**config.mk**
```make
export PLATFORM = sky130hd
export DESIGN_NAME = seven_seg_scan_ctrl
export DESIGN_NICKNAME = d
export VERILOG_FILES = /design/src/rtl/seven_seg_scan_ctrl.sv
export SDC_FILE = /design/constraint.sdc
export NUM_CORES = 1
export LEC_CHECK = 0
export ABC_CLOCK_PERIOD_IN_PS = 3400
export BUFFER_PORTS_ARGS = -buffer_cell sky130_fd_sc_hd__buf_4
export CORE_ASPECT_RATIO = 0.8
export CORE_MARGIN = 4
export CORE_UTILIZATION = 35
export DETAILED_ROUTE_END_ITERATION = 6
export SLEW_MARGIN = 30
export SYNTH_ARGS = -nofsm -noshare
export SYNTH_HDL_FRONTEND = slang
export SYNTH_SLANG_ARGS = --single-unit
```
**constraint.sdc**
```tcl
create_clock -name clk -period 3.4 [get_ports clk]
set_clock_uncertainty 0.05 [all_clocks]
set_input_delay 1.02 -clock clk [delete_from_list [all_inputs] [get_ports clk]]
set_output_delay 1.02 -clock clk [all_outputs]
set_load 0.03 [all_outputs]
```
**src/rtl/seven_seg_scan_ctrl.sv**
```systemverilog
// Four-digit multiplexed 7-segment scan controller with guard time between slots,
// double-buffered display data committed only on frame boundaries, and leading-zero blanking.
module seven_seg_scan_ctrl #(
  parameter int REFRESH_DIV = 100000,
  parameter int GUARD_CYC   = 1000
) (
  input  logic        clk,
  input  logic        reset,
  input  logic        load,
  input  logic [15:0] value,
  input  logic [3:0]  dp_en,
  input  logic        blank_lz,
  output logic [3:0]  bcd,
  output logic [3:0]  an,
  output logic        dp_n,
  output logic        pending,
  output logic        frame_tick
);

  localparam int MAX_CYC = (REFRESH_DIV > GUARD_CYC) ? REFRESH_DIV : GUARD_CYC;
  localparam int CW      = (MAX_CYC > 1) ? $clog2(MAX_CYC) : 1;
  localparam logic [CW-1:0] ON_LAST    = CW'(REFRESH_DIV - 1);
  localparam logic [CW-1:0] GUARD_LAST = CW'(GUARD_CYC - 1);

  typedef enum logic {ST_ON, ST_GUARD} state_e;

  state_e      state_q, state_d;
  logic [1:0]  slot_q, slot_d;
  logic [CW-1:0] cnt_q, cnt_d;

  logic [15:0] sh_val_q, sh_val_d;
  logic [3:0]  sh_dp_q, sh_dp_d;
  logic        sh_blz_q, sh_blz_d;
  logic        pend_q, pend_d;

  logic [15:0] act_val_q, act_val_d;
  logic [3:0]  act_dp_q, act_dp_d;
  logic        act_blz_q, act_blz_d;

  logic [3:0]  bcd_q, bcd_d;
  logic [3:0]  an_q, an_d;
  logic        dp_n_q, dp_n_d;
  logic        tick_q, tick_d;

  logic        last;
  logic        boundary;
  logic [3:0]  blank;
  logic [3:0]  digit;

  always_comb begin
    state_d   = state_q;
    slot_d    = slot_q;
    cnt_d     = cnt_q;
    sh_val_d  = sh_val_q;
    sh_dp_d   = sh_dp_q;
    sh_blz_d  = sh_blz_q;
    pend_d    = pend_q;
    act_val_d = act_val_q;
    act_dp_d  = act_dp_q;
    act_blz_d = act_blz_q;
    bcd_d     = bcd_q;
    an_d      = 4'b1111;
    dp_n_d    = dp_n_q;
    boundary  = 1'b0;
    blank     = 4'b0000;
    digit     = 4'h0;

    last = (state_q == ST_ON) ? (cnt_q == ON_LAST) : (cnt_q == GUARD_LAST);
    if (last) begin
      cnt_d = '0;
      if (state_q == ST_ON) begin
        state_d = ST_GUARD;
      end else begin
        state_d  = ST_ON;
        slot_d   = slot_q + 2'd1;
        boundary = (slot_q == 2'd3);
      end
    end else begin
      cnt_d = cnt_q + 1'b1;
    end

    // Commit uses the shadow as held before this edge; a coincident load refills it.
    if (boundary && pend_q) begin
      act_val_d = sh_val_q;
      act_dp_d  = sh_dp_q;
      act_blz_d = sh_blz_q;
      pend_d    = 1'b0;
    end
    if (load) begin
      sh_val_d = value;
      sh_dp_d  = dp_en;
      sh_blz_d = blank_lz;
      pend_d   = 1'b1;
    end

    blank[3] = act_blz_d && (act_val_d[15:12] == 4'h0);
    blank[2] = blank[3]  && (act_val_d[11:8]  == 4'h0);
    blank[1] = blank[2]  && (act_val_d[7:4]   == 4'h0);
    blank[0] = 1'b0;

    case (slot_d)
      2'd0:    digit = act_val_d[3:0];
      2'd1:    digit = act_val_d[7:4];
      2'd2:    digit = act_val_d[11:8];
      default: digit = act_val_d[15:12];
    endcase

    // Outputs are registered from next-state so they line up with the state they describe.
    if (state_d == ST_ON) begin
      bcd_d = digit;
      if (blank[slot_d]) begin
        an_d   = 4'b1111;
        dp_n_d = 1'b1;
      end else begin
        an_d   = ~(4'b0001 << slot_d);
        dp_n_d = ~act_dp_d[slot_d];
      end
    end
  end

  always_ff @(posedge clk or posedge reset) begin
    if (reset) begin
      state_q   <= ST_GUARD;
      slot_q    <= 2'd3;
      cnt_q     <= '0;
      sh_val_q  <= '0;
      sh_dp_q   <= '0;
      sh_blz_q  <= 1'b0;
      pend_q    <= 1'b0;
      act_val_q <= '0;
      act_dp_q  <= '0;
      act_blz_q <= 1'b0;
      bcd_q     <= 4'h0;
      an_q      <= 4'b1111;
      dp_n_q    <= 1'b1;
      tick_q    <= 1'b0;
    end else begin
      state_q   <= state_d;
      slot_q    <= slot_d;
      cnt_q     <= cnt_d;
      sh_val_q  <= sh_val_d;
      sh_dp_q   <= sh_dp_d;
      sh_blz_q  <= sh_blz_d;
      pend_q    <= pend_d;
      act_val_q <= act_val_d;
      act_dp_q  <= act_dp_d;
      act_blz_q <= act_blz_d;
      bcd_q     <= bcd_d;
      an_q      <= an_d;
      dp_n_q    <= dp_n_d;
      tick_q    <= boundary;
    end
  end

  assign bcd        = bcd_q;
  assign an         = an_q;
  assign dp_n       = dp_n_q;
  assign pending    = pend_q;
  assign frame_tick = tick_q;

endmodule

```
==> results of run 1 <==
==> worst min-delay path by stage <==
stage / start / end / slack, ps / cells after the start
detailed placement: cnt_q[0] / cnt_q[0] / 430 / 1
CTS: cnt_q[0] / cnt_q[0] / 440 / 1
finish: cnt_q[0] / cnt_q[0] / 430 / 1
global placement: cnt_q[0] / cnt_q[0] / 420 / 1
global route: cnt_q[11] / cnt_q[11] / 460 / 1
floorplan: cnt_q[14] / cnt_q[14] / 400 / 1
==> layout make-up <==
cell class	instances	area share, %
Clock buffer	9	5.68
Clock inverter	7	2.40
Inverter	6	0.600
Multi-Input combinational cell	171	34.0
Sequential cell	73	46.3
Tap cell	115	3.63
Timing Repair Buffer	37	7.32
==> power by group through the flow <==
| stage | registers [mW] | clock network [mW] | logic, mW |
|---|---|---|---|
| 3_3_place_gp | 0.927 | 0 | 0.0742 |
| 6_report | 0.912 | 1.00 | 0.0737 |
| 5_1_grt | 0.916 | 1.07 | 0.0833 |
| 4_1_cts | 0.913 | 1.02 | 0.0764 |
| 3_5_place_dp | 0.928 | 0 | 0.0762 |
| 2_1_floorplan | 0.921 | 0 | 0.0439 |
==> registers in the layout, summed over array words and instances (netlist names), 2 cells and up <==
name       count
bcd            4
sh_val_q      16
an             4
sh_dp_q        4
act_dp_q       4
cnt_q         17
act_val_q     16
slot_q         2
==> per-stage QoR <==
stage / std cells / cell area, sq um / hold WS (ps) / util [%]
floorplan: 257 / 3260 / 402 / -
global placement: 402 / 3640 / 417 / 40.1
detailed placement: 402 / 3640 / 434 / 40.1
CTS: 418 / 3960 / 442 / 43.7
global route: 418 / 3960 / 463 / 43.7
finish: 418 / 3960 / 433 / 43.7
==> cells by family after synthesis <==
kind of cell / count (synthesis) / synth area share, %
buf+inv: 13 / 2.23
compound gates: 14 / 3.88
flops: 73 / 56.4
simple gates: 89 / 14.6
fa+ha+maj: 2 / 0.768
xor+xnor: 17 / 5.15
mux: 49 / 17.0
==> worst register-to-register path: cells and delay by family (launching register included) <==
| family | cells | cell delay, ps |
|---|---|---|
| DFF | 1 | 440 |
| muxes | 1 | 370 |
| AOI/OAI and AO/OA | 2 | 480 |
| and+or+nand+nor | 4 | 1260 |
==> Yosys cell counts, types with 3 or more instances <==
cell type,count,area share (%)
sky130_fd_sc_hd__nor3_1,3,0.46
sky130_fd_sc_hd__buf_6,3,1.0
sky130_fd_sc_hd__a31oi_1,4,0.77
sky130_fd_sc_hd__mux2_1,4,1.4
sky130_fd_sc_hd__mux2_2,36,12
sky130_fd_sc_hd__xnor2_1,6,1.6
sky130_fd_sc_hd__nor2_1,30,3.5
sky130_fd_sc_hd__dfrtp_1,65,50
sky130_fd_sc_hd__nand2b_1,4,0.77
sky130_fd_sc_hd__inv_1,4,0.46
sky130_fd_sc_hd__nand2_1,15,1.7
sky130_fd_sc_hd__and3_1,5,0.96
sky130_fd_sc_hd__xor2_1,10,2.7
sky130_fd_sc_hd__nand3_1,8,1.2
sky130_fd_sc_hd__nor4_1,4,0.77
sky130_fd_sc_hd__mux2i_1,6,1.8
sky130_fd_sc_hd__or3_1,4,0.77
sky130_fd_sc_hd__dfstp_2,8,6.5
sky130_fd_sc_hd__nor3b_1,3,0.69
sky130_fd_sc_hd__nor2b_1,3,0.58
==> per-layer routing <==
metal  part of all wire [%]  vias to the layer above
met3                    4.1                        6
met4                    1.0                        0
li1                       -                      982
met5                      0                        -
met1                     51                     1034
met2                     44                       34
==> summary.md, run 1 <==
| Metric | Value |
|---|---|
| Status | `complete, no violations` |
| Core region area | `9080 sq um` |
| Number of buffers on the longest clock path | `2` |
| Final-report setup violation count | `0` |
| Avg Cell Area, Syn | `12.7 sq um` |
| Post-Synthesis Net Count | `283` |
| Commonest cells after routing, fill and taps aside | `65 x sky130_fd_sc_hd__dfrtp_1, 36 x sky130_fd_sc_hd__mux2_2, 36 x sky130_fd_sc_hd__buf_4` |
| Worst path depth | `7` |
| Timing endpoint of the critical path | `bcd[0]` |
| CTS H-tree lvls | `3` |
| Count of state elements after synthesis | `73` |
| Number of pins with negative max-slew slack in the final report | `0` |
| Number of filler cells placed in the layout | `885` |
| Gate Count Post-Synth | `257` |
| Most frequent standard cell in the layout excluding fill and tap cells | `sky130_fd_sc_hd__dfrtp_1` |
| Cell family with the largest share of critical-path delay | `simple AND/OR/NAND/NOR gates` |
| Final hold viol count | `0` |
| Power density over the cells | `501 nW/um^2` |
| GR met2 Demand/Resource | `18.5%` |
| FF/Latch Area | `1840 sq um` |
| Met3 capacity usage during global routing | `4.51%` |
| Met1 routing resource usage after global routing | `18.2%` |
| Post-DR wirelength/cell | `15.2 um` |
| Main synth FF type | `sky130_fd_sc_hd__dfrtp_1` |
| Diode insertion count for antenna repair | `0` |
| Start point of the critical path | `cnt_q[8]` |
| Root buffer cell | `sky130_fd_sc_hd__clkbuf_16` |
| Top-level port count | `35` |
| Number of instances resized during post-cts repair | `0` |
| Total CTS buffers | `9` |
| Number of placement rows | `31` |
| Distinct cells, synth | `46` |
| DP Wirelength | `4.36 mm` |
| Initial core utilization | `35.9%` |
| Net switching component of the power | `407 uW` |
| Number of enable-type register cells in the synthesized netlist | `0` |
| Transition time at the pin with the least slew margin | `387 ps` |
| CTS tree | `done` |
| Combinational fraction of design power | `3.7%` |
| Final critical-path required period | `2660 ps` |
| Overall die width | `116 um` |
| Endpoint required time on the critical path | `3600 ps` |
| Vias per Instance | `4.92` |
| Highest attainable clock frequency | `376 MHz` |
| Reg-to-reg setup timing slack | `740 ps` |
| P_leak | `1.81 nW` |
| Peak VDD IR | `0.000226 V` |
| Highest-delay cell along the critical path | `sky130_fd_sc_hd__dfrtp_1` |
| Leftover overflow at the end of global routing | `0` |
| GP Congestion | `0.798` |
| Global routing's busiest layer | `met2` |
| Final-layout setup total negative slack | `0 ps` |
| Number of maximum-capacitance constraint violations | `0` |
| Final critical-path setup slack | `739 ps` |
| Insertion delay to the later sink of the worst-skew pair | `330 ps` |
| Capturing point of the worst reg2reg path | `bcd[0]` |
| Proportion of layout cells with a drive suffix above 1 | `36.3%` |
| Area occupied by multi-input gates | `1350 sq um` |
| Global-route wire length before repair | `10.8 mm` |
| Cell-by-cell trace of the critical path | `or3b_4, o41ai_4, nand3_4, mux2_2, nor2_1, or3_1, a31oi_1` |
| Critical register-to-register path startpoint | `cnt_q[8]` |
| Switching part of the total | `20.5%` |
| Warnings, synthesis | `0` |
| Number of buffers inserted to repair setup after CTS | `0` |
| Capturing element type of the critical path | `flop` |
| Number of global-route vias before repair | `2,111` |
| Clock Power Share | `50.4%` |
| Wire length reported by the detailed router | `6.33 mm` |
| Die Height | `94.3 um` |
| Clk sink count | `73` |
| Maximum fanout along the worst path | `26` |
| Number of DRC violations after detailed-routing iteration 0 | `116` |
| Largest stage delay, worst path | `440 ps` |
| Total buffers and inverters traversed by the critical path | `0` |
| Sequential share of power | `45.9%` |
| Number of buffers added to fix hold violations after cts | `0` |
| GRT Total Usage | `12.9%` |
| Sequential share of the synthesized area | `56.4%` |
| Category of the most critical setup path | `flop to flop` |
| Unrepaired setup endpoints after global routing | `false` |
| Post-route DRC | `0` |
| Post-Place Worst Slack | `749 ps` |
| Pin count of the biggest net entering global routing | `74` |
| Die area | `10,900 sq um` |
| Internal power consumption | `1.58 mW` |
| Number of buffers inserted by port buffering | `34` |
| Worst relative slew slack | `74.2%` |
| Layout Area Growth over Synthesis | `21.7%` |
| Kind of launch point of the worst setup path | `flop` |
| Number of detailed-routing iterations run before antenna repair | `5` |
| DRT antenna net count | `0` |
| Routed via count | `2,056` |
| Final total power | `1.99 mW` |
| Final critical-path share of the clock period | `78.3%` |
| Number of nets at the end of the flow | `324` |
| Worst hold path type | `flop to flop` |
| Clock input transition at the sequential cells of the worst setup and hold paths | `60 ps` |
| Worst-case reg-to-reg path depth | `7` |
| Number of antenna violations at the first check in global routing | `0` |
| Endpoint arrival time on the critical path | `2860 ps` |
| Post-synthesis instance area | `3260 sq um` |
| Fraction of synthesis flops using an asynchronous set or reset pin | `100%` |
No activity file was read; power rests on OpenSTA's default activity.
==> run 2: changes to the inputs <==
--- a/config.mk
+++ b/config.mk
@@ -5,7 +5,7 @@
 export SDC_FILE = /design/constraint.sdc
 export NUM_CORES = 1
 export LEC_CHECK = 0
-export ABC_CLOCK_PERIOD_IN_PS = 3400
+export ABC_CLOCK_PERIOD_IN_PS = 2500
 export BUFFER_PORTS_ARGS = -buffer_cell sky130_fd_sc_hd__buf_4
 export CORE_ASPECT_RATIO = 0.8
 export CORE_MARGIN = 4
==> constraint.sdc (replaced) <==
create_clock -name clk -period 2.5 [get_ports clk]
set_clock_uncertainty 0.05 [all_clocks]
set_input_delay 0.75 -clock clk [delete_from_list [all_inputs] [get_ports clk]]
set_output_delay 0.75 -clock clk [all_outputs]
set_load 0.03 [all_outputs]
==> summary.md, run 2 (synthesis results as in run 1) <==
| Metric | Value |
|---|---|
| Status | `complete, no violations (unchanged)` |
| Number of placement rows | `31 (unchanged)` |
| Finished Core Util | `44.9% (was 43.7%)` |
| Final critical-path share of the clock period | `96.8% (was 78.3%)` |
| Number of buffers added to fix hold violations after cts | `0 (unchanged)` |
| Number of DRC violations after detailed-routing iteration 0 | `116 (unchanged)` |
| Die area | `10,900 sq um (unchanged)` |
| Worst path depth | `8 (was 7)` |
| Post-route standard cell area excluding fillers | `4080 sq um (was 3960 sq um)` |
| Switching part of the total | `20.7% (was 20.5%)` |
| Capturing element type of the critical path | `flop (unchanged)` |
| Routed via count | `2,115 (was 2,056)` |
| Post-DR wirelength/cell | `15.6 um (was 15.2 um)` |
| Pin count of the biggest net entering global routing | `74 (unchanged)` |
| Final hold viol count | `0 (unchanged)` |
| Flip-flop count of the largest register after layout | `17 (unchanged)` |
| Total CTS buffers | `9 (unchanged)` |
| Most frequent standard cell in the layout excluding fill and tap cells | `sky130_fd_sc_hd__dfrtp_1 (unchanged)` |
| Sequential share of power | `47.6% (was 45.9%)` |
| Initial core utilization | `35.9% (unchanged)` |
| Number of buffers inserted by port buffering | `34 (unchanged)` |
| P_leak | `1.84 nW (was 1.81 nW)` |
| Leftover overflow at the end of global routing | `0 (unchanged)` |
| Proportion of layout cells with a drive suffix above 1 | `39.4% (was 36.3%)` |
| Layout Cells excl Fill | `430 (was 418)` |
| DRT antenna net count | `0 (unchanged)` |
| Number of filler cells placed in the layout | `856 (was 885)` |
| Kind of launch point of the worst setup path | `flop (unchanged)` |
| Cell family with the largest share of critical-path delay | `simple AND/OR/NAND/NOR gates (unchanged)` |
| Clock Power Share | `48.6% (was 50.4%)` |
| Final-layout setup total negative slack | `0 ps (unchanged)` |
| Core region area | `9080 sq um (unchanged)` |
| Top-level port count | `35 (unchanged)` |
| Unrepaired setup endpoints after global routing | `true (was false)` |
| Post-Place Worst Slack | `-138 ps (was 749 ps)` |
| Register name with the most flops | `cnt_q (unchanged)` |
| Clock input transition at the sequential cells of the worst setup and hold paths | `60 ps (about the same)` |
| Number of pins with negative max-slew slack in the final report | `0 (unchanged)` |
| Number of antenna violations at the first check in global routing | `0 (unchanged)` |
| Post-route DRC | `0 (unchanged)` |
| Largest stage delay, worst path | `410 ps (was 440 ps)` |
| Final critical-path setup slack | `81.1 ps (was 739 ps)` |
| Number of maximum-capacitance constraint violations | `0 (unchanged)` |
| Wire length reported by the detailed router | `6.71 mm (was 6.33 mm)` |
| Number of global-route vias before repair | `2,203 (was 2,111)` |
| Endpoint arrival time on the critical path | `2610 ps (was 2860 ps)` |
| Critical register-to-register path startpoint | `cnt_q[4] (was cnt_q[8])` |
| Category of the most critical setup path | `flop to flop (unchanged)` |
| Internal power consumption | `2.07 mW (was 1.58 mW)` |
| Number of placed cells counting well taps | `408 (was 402)` |
| Area occupied by multi-input gates | `1390 sq um (was 1350 sq um)` |
| Maximum fanout along the worst path | `8 (was 26)` |
| Post-Place Cell Area | `3690 sq um (was 3640 sq um)` |
| Overall die width | `116 um (unchanged)` |
| Endpoint required time on the critical path | `2690 ps (was 3600 ps)` |
| Worst hold path type | `flop to flop (unchanged)` |
| Combinational fraction of design power | `3.8% (was 3.7%)` |
| Transition time at the pin with the least slew margin | `406 ps (was 387 ps)` |
| Number of nets at the end of the flow | `336 (was 324)` |
| Highest-delay cell along the critical path | `sky130_fd_sc_hd__or3b_4 (was sky130_fd_sc_hd__dfrtp_1)` |
| Final-report setup violation count | `0 (unchanged)` |
| DP Wirelength | `4.59 mm (was 4.36 mm)` |
| Final critical-path required period | `2420 ps (was 2660 ps)` |
| Number of detailed-routing iterations run before antenna repair | `4 (was 5)` |
| Start point of the critical path | `cnt_q[4] (was cnt_q[8])` |
| Layout Area Growth over Synthesis | `25.2% (was 21.7%)` |
| Commonest cells after routing, fill and taps aside | `65 x sky130_fd_sc_hd__dfrtp_1, 45 x sky130_fd_sc_hd__buf_4, 36 x sky130_fd_sc_hd__mux2_2 (was 65 x sky130_fd_sc_hd__dfrtp_1, 36 x sky130_fd_sc_hd__mux2_2, 36 x sky130_fd_sc_hd__buf_4)` |
| Global-route wire length before repair | `11.2 mm (was 10.8 mm)` |
| Vias per Instance | `4.92 (about the same)` |
| Number of buffers on the longest clock path | `2 (unchanged)` |
| Highest attainable clock frequency | `413 MHz (was 376 MHz)` |
| Largest registers | `cnt_q (17), act_val_q (16), sh_val_q (16) (unchanged)` |
| Worst-case reg-to-reg path depth | `8 (was 7)` |
| Insertion delay to the later sink of the worst-skew pair | `330 ps (about the same)` |
| Total buffers and inverters traversed by the critical path | `1 (was 0)` |
| Peak VDD IR | `0.000431 V (was 0.000226 V)` |
| GRT Total Usage | `13.3% (was 12.9%)` |
| Hold WS | `443 ps (was 433 ps)` |
| Net switching component of the power | `541 uW (was 407 uW)` |
| CTS H-tree lvls | `3 (unchanged)` |
| Final total power | `2.61 mW (was 1.99 mW)` |
| GP Congestion | `0.769 (was 0.798)` |
| Diode insertion count for antenna repair | `0 (unchanged)` |
| Depth of the worst hold-timing path | `1 (unchanged)` |
| Root buffer cell | `sky130_fd_sc_hd__clkbuf_16 (unchanged)` |
| CTS tree | `done (unchanged)` |
| Clk sink count | `73 (unchanged)` |
| Cell-by-cell trace of the critical path | `or3b_4, o41ai_4, nand3_4, buf_6, mux2_2, nor2_1, or3_1, a31oi_1 (was or3b_4, o41ai_4, nand3_4, mux2_2, nor2_1, or3_1, a31oi_1)` |
| Die Height | `94.3 um (unchanged)` |
| FF/Latch Area | `1840 sq um (unchanged)` |
| Worst relative slew slack | `72.9% (was 74.2%)` |
| Startpoint of the tightest hold check path | `cnt_q[14] (was cnt_q[0])` |
| Power density over the cells | `641 nW/um^2 (was 501 nW/um^2)` |
==> run 2: area by class of cell <==
type	instances	area share (%)
clock inverter	5	1.35
tap	115	3.53
multi-input combinational	172	34.0
clock buffer	11	5.95
inverter	6	0.767
sequential	73	45.0
timing repair buffer	48	9.33
==> run 2: path summary, 6_finish.rpt <==
| check | end | slack (ps) |
|---|---|---|
| setup / recovery | bcd[1] | 80 |
| hold / removal | cnt_q[14] | 440 |
| setup reg to reg | bcd[1] | 80 |
| hold reg to reg | cnt_q[14] | 440 |
| max in group asynchronous | an[1] | 1570 |
| min in group asynchronous | sh_dp_q[0] | 450 |
==> run 2: power by group through the flow <==
stage | clock, mW | combinational, mW | sequential, mW
2_1_floorplan | 0 | 0.0600 | 1.25
3_3_place_gp | 0 | 0.101 | 1.26
3_5_place_dp | 0 | 0.103 | 1.26
4_1_cts | 1.30 | 0.104 | 1.24
5_1_grt | 1.35 | 0.112 | 1.25
6_report | 1.27 | 0.0999 | 1.24
==> run 2: per-layer routing <==
metal	vias to the layer above	global-route usage [%]	wire, um
met5	-	0	0
met4	0	3.67	64
met3	8	3.73	319
met2	36	20.1	3070
met1	1062	18.6	3260
li1	1009	-	-
==> run 2: what timing repair did <==
action | 4_1_cts | 5_1_grt
gates resized for setup | 6 | 2
setup buffers | 3 | 2
gates cloned | 1 | 0
pin swaps | 1 | 3
setup endpoints to repair | 4 | 6
==> run 3: changes to the inputs <==
--- a/config.mk
+++ b/config.mk
@@ -7,10 +7,13 @@
 export LEC_CHECK = 0
 export ABC_CLOCK_PERIOD_IN_PS = 2500
 export BUFFER_PORTS_ARGS = -buffer_cell sky130_fd_sc_hd__buf_4
+export CELL_PAD_IN_SITES_DETAIL_PLACEMENT = 0
+export CELL_PAD_IN_SITES_GLOBAL_PLACEMENT = 2
 export CORE_ASPECT_RATIO = 0.8
 export CORE_MARGIN = 4
 export CORE_UTILIZATION = 35
 export DETAILED_ROUTE_END_ITERATION = 6
+export PLACE_DENSITY_LB_ADDON = 0.1
 export SLEW_MARGIN = 30
 export SYNTH_ARGS = -nofsm -noshare
 export SYNTH_HDL_FRONTEND = slang
==> summary.md, run 3 (synthesis results as in run 1) <==
| Metric | Value |
|---|---|
| DP Wirelength | `4.73 mm (was 4.59 mm)` |
| Worst relative slew slack | `68.8% (was 72.9%)` |
| Category of the most critical setup path | `flop to flop (unchanged)` |
| Total buffers and inverters traversed by the critical path | `1 (unchanged)` |
| Clock Power Share | `50.8% (was 48.6%)` |
| Global-route wire length before repair | `11.5 mm (was 11.2 mm)` |
| Cell family with the largest share of critical-path delay | `compound AO/OA/AOI/OAI gates (was simple AND/OR/NAND/NOR gates)` |
| Root buffer cell | `sky130_fd_sc_hd__clkbuf_16 (unchanged)` |
| Number of placement rows | `31 (unchanged)` |
| GP Congestion | `0.759 (was 0.769)` |
| Vias per Instance | `4.91 (was 4.92)` |
| Kind of launch point of the worst setup path | `flop (unchanged)` |
| Total CTS buffers | `9 (unchanged)` |
| Core region area | `9080 sq um (unchanged)` |
| Number of filler cells placed in the layout | `872 (was 856)` |
| Transition time at the pin with the least slew margin | `464 ps (was 406 ps)` |
| Post-DR wirelength/cell | `16.3 um (was 15.6 um)` |
| Post-route DRC | `0 (unchanged)` |
| Pin count of the biggest net entering global routing | `74 (unchanged)` |
| Number of DRC violations after detailed-routing iteration 0 | `97 (was 116)` |
| Clk sink count | `73 (unchanged)` |
| Insertion delay to the later sink of the worst-skew pair | `330 ps (about the same)` |
| Wire length reported by the detailed router | `7.02 mm (was 6.71 mm)` |
| P_leak | `1.91 nW (was 1.84 nW)` |
| Worst hold path type | `flop to flop (unchanged)` |
| Number of detailed-routing iterations run before antenna repair | `4 (unchanged)` |
| DRT antenna net count | `0 (unchanged)` |
| Number of global-route vias before repair | `2,042 (was 2,203)` |
| Post-Place Worst Slack | `-44.2 ps (was -138 ps)` |
| Register name with the most flops | `cnt_q (unchanged)` |
| Final critical-path share of the clock period | `96.5% (was 96.8%)` |
| Cell-by-cell trace of the critical path | `or3b_4, o41ai_4, nand3_4, buf_12, nand4bb_4, a32oi_4, a21bo_1, a31oi_2 (was or3b_4, o41ai_4, nand3_4, buf_6, mux2_2, nor2_1, or3_1, a31oi_1)` |
| Number of antenna violations at the first check in global routing | `0 (unchanged)` |
| Peak VDD IR | `0.000507 V (was 0.000431 V)` |
| Final critical-path setup slack | `86.7 ps (was 81.1 ps)` |
| Initial core utilization | `35.9% (unchanged)` |
| Sequential share of power | `45.5% (was 47.6%)` |
| Hold WS | `441 ps (was 443 ps)` |
| Net switching component of the power | `554 uW (was 541 uW)` |
| Final total power | `2.73 mW (was 2.61 mW)` |
| Leftover overflow at the end of global routing | `0 (unchanged)` |
| Status | `complete, no violations (unchanged)` |
| Combinational fraction of design power | `3.7% (was 3.8%)` |
| Capturing element type of the critical path | `flop (unchanged)` |
| Most frequent standard cell in the layout excluding fill and tap cells | `sky130_fd_sc_hd__dfrtp_1 (unchanged)` |
| Power density over the cells | `653 nW/um^2 (was 641 nW/um^2)` |
| Largest registers | `cnt_q (17), act_val_q (16), sh_val_q (16) (unchanged)` |
| Met1 Routed Length | `3.78 mm (was 3.26 mm)` |
| Area occupied by multi-input gates | `1410 sq um (was 1390 sq um)` |
| Overall die width | `116 um (unchanged)` |
| Die area | `10,900 sq um (unchanged)` |
| Switching part of the total | `20.3% (was 20.7%)` |
| Layout Area Growth over Synthesis | `28.3% (was 25.2%)` |
| Final hold viol count | `0 (unchanged)` |
| CTS H-tree lvls | `3 (unchanged)` |
| Endpoint arrival time on the critical path | `2620 ps (was 2610 ps)` |
| Met3 wire len | `335 um (was 319 um)` |
| Finished Core Util | `46.1% (was 44.9%)` |
| Endpoint required time on the critical path | `2710 ps (was 2690 ps)` |
| Final critical-path required period | `2410 ps (was 2420 ps)` |
| Number of buffers on the longest clock path | `2 (unchanged)` |
| Flip-flop count of the largest register after layout | `17 (unchanged)` |
| CTS tree | `done (unchanged)` |
| GRT Total Usage | `13.9% (was 13.3%)` |
| Wire length on met2 | `2.83 mm (was 3.07 mm)` |
| Diode insertion count for antenna repair | `0 (unchanged)` |
| Die Height | `94.3 um (unchanged)` |
| Final-report setup violation count | `0 (unchanged)` |
| Number of nets at the end of the flow | `338 (was 336)` |
| Commonest cells after routing, fill and taps aside | `65 x sky130_fd_sc_hd__dfrtp_1, 47 x sky130_fd_sc_hd__buf_4, 35 x sky130_fd_sc_hd__mux2_2 (was 65 x sky130_fd_sc_hd__dfrtp_1, 45 x sky130_fd_sc_hd__buf_4, 36 x sky130_fd_sc_hd__mux2_2)` |
| Top-level port count | `35 (unchanged)` |
| Routed via count | `2,119 (was 2,115)` |
| Largest stage delay, worst path | `410 ps (about the same)` |
| Number of buffers added to fix hold violations after cts | `0 (unchanged)` |
| Highest-delay cell along the critical path | `sky130_fd_sc_hd__or3b_4 (unchanged)` |
| Internal power consumption | `2.18 mW (was 2.07 mW)` |
| Maximum fanout along the worst path | `7 (was 8)` |
| Number of pins with negative max-slew slack in the final report | `0 (unchanged)` |
| Highest attainable clock frequency | `414 MHz (was 413 MHz)` |
| Proportion of layout cells with a drive suffix above 1 | `39.7% (was 39.4%)` |
| Unrepaired setup endpoints after global routing | `true (unchanged)` |
| Clock input transition at the sequential cells of the worst setup and hold paths | `60 ps (about the same)` |
| Number of maximum-capacitance constraint violations | `0 (unchanged)` |
| Number of buffers inserted by port buffering | `34 (unchanged)` |
| FF/Latch Area | `1840 sq um (unchanged)` |
| Top layer used by detailed routing | `met4 (unchanged)` |
run 3: cell count changes in the layout (fill, tap and decap cells not counted), sizes merged:
cell	delta
clkbuf	+4
clkinvlp	-2
buf	+1
bufinv	+1
clkinv	-1
nand3	-1
run 3: final timing paths:
path / startpoint / endpoint / slack [ps] / depth (start not counted)
worst max-delay path: cnt_q[4] / dp_n / 90 / 8
max in group asynchronous: reset / an[3] / 1560 / 3
worst min register to register: cnt_q[14] / cnt_q[14] / 440 / 1
worst min-delay path: cnt_q[14] / cnt_q[14] / 440 / 1
worst max register to register: cnt_q[4] / dp_n / 90 / 8
min in group asynchronous: reset / cnt_q[2] / 460 / 3
run 3: layout make-up:
class / count / share of cell area [%]
Sequential cell: 73 / 43.9
Clock buffer: 13 / 5.99
Inverter: 6 / 0.658
Multi-Input combinational cell: 171 / 33.8
Clock inverter: 3 / 1.56
Tap cell: 115 / 3.44
Timing Repair Buffer: 51 / 10.6
run 3: per-stage QoR:
step                instances  setup TNS (ps)  area (sq um)
CTS                       429               0          4090
detailed placement        411           -44.2          3730
global placement          411           -63.1          3730
finish                    432               0          4180
global route              432            -126          4180
floorplan                 257               0          3260
run 3: repair_timing:
item	4_1_cts	5_1_grt
pin swaps	3	6
setup buffers	2	1
endpoints found under the setup margin	1	8
gates resized for setup	4	5
cloned	0	2
endpoints found under the hold margin	0	0
run 3: worst reg2reg max path, cell delays in order, from the launching register on:
cell and delay (ps):
sky130_fd_sc_hd__dfrtp_1 390, sky130_fd_sc_hd__or3b_4 420, sky130_fd_sc_hd__o41ai_4 300, sky130_fd_sc_hd__nand3_4 180
sky130_fd_sc_hd__buf_12 190, sky130_fd_sc_hd__nand4bb_4 210, sky130_fd_sc_hd__a32oi_4 210, sky130_fd_sc_hd__a21bo_1 250
sky130_fd_sc_hd__a31oi_2 160
run 3: per-layer routing:
| metal | global-route usage, % | vias to the layer above |
|---|---|---|
| met1 | 22.0 | 1048 |
| met4 | 4.35 | 0 |
| met3 | 4.31 | 10 |
| met5 | 0 | - |
| li1 | - | 1012 |
| met2 | 17.5 | 49 |
run 3: power groups by stage:
stage	Sequential [mW]	Clock [mW]	Combinational [mW]
after floorplan	1.25	0	0.0600
after global placement	1.26	0	0.101
after detailed placement	1.26	0	0.103
after CTS	1.24	1.41	0.105
after global routing	1.25	1.47	0.114
final	1.24	1.39	0.101
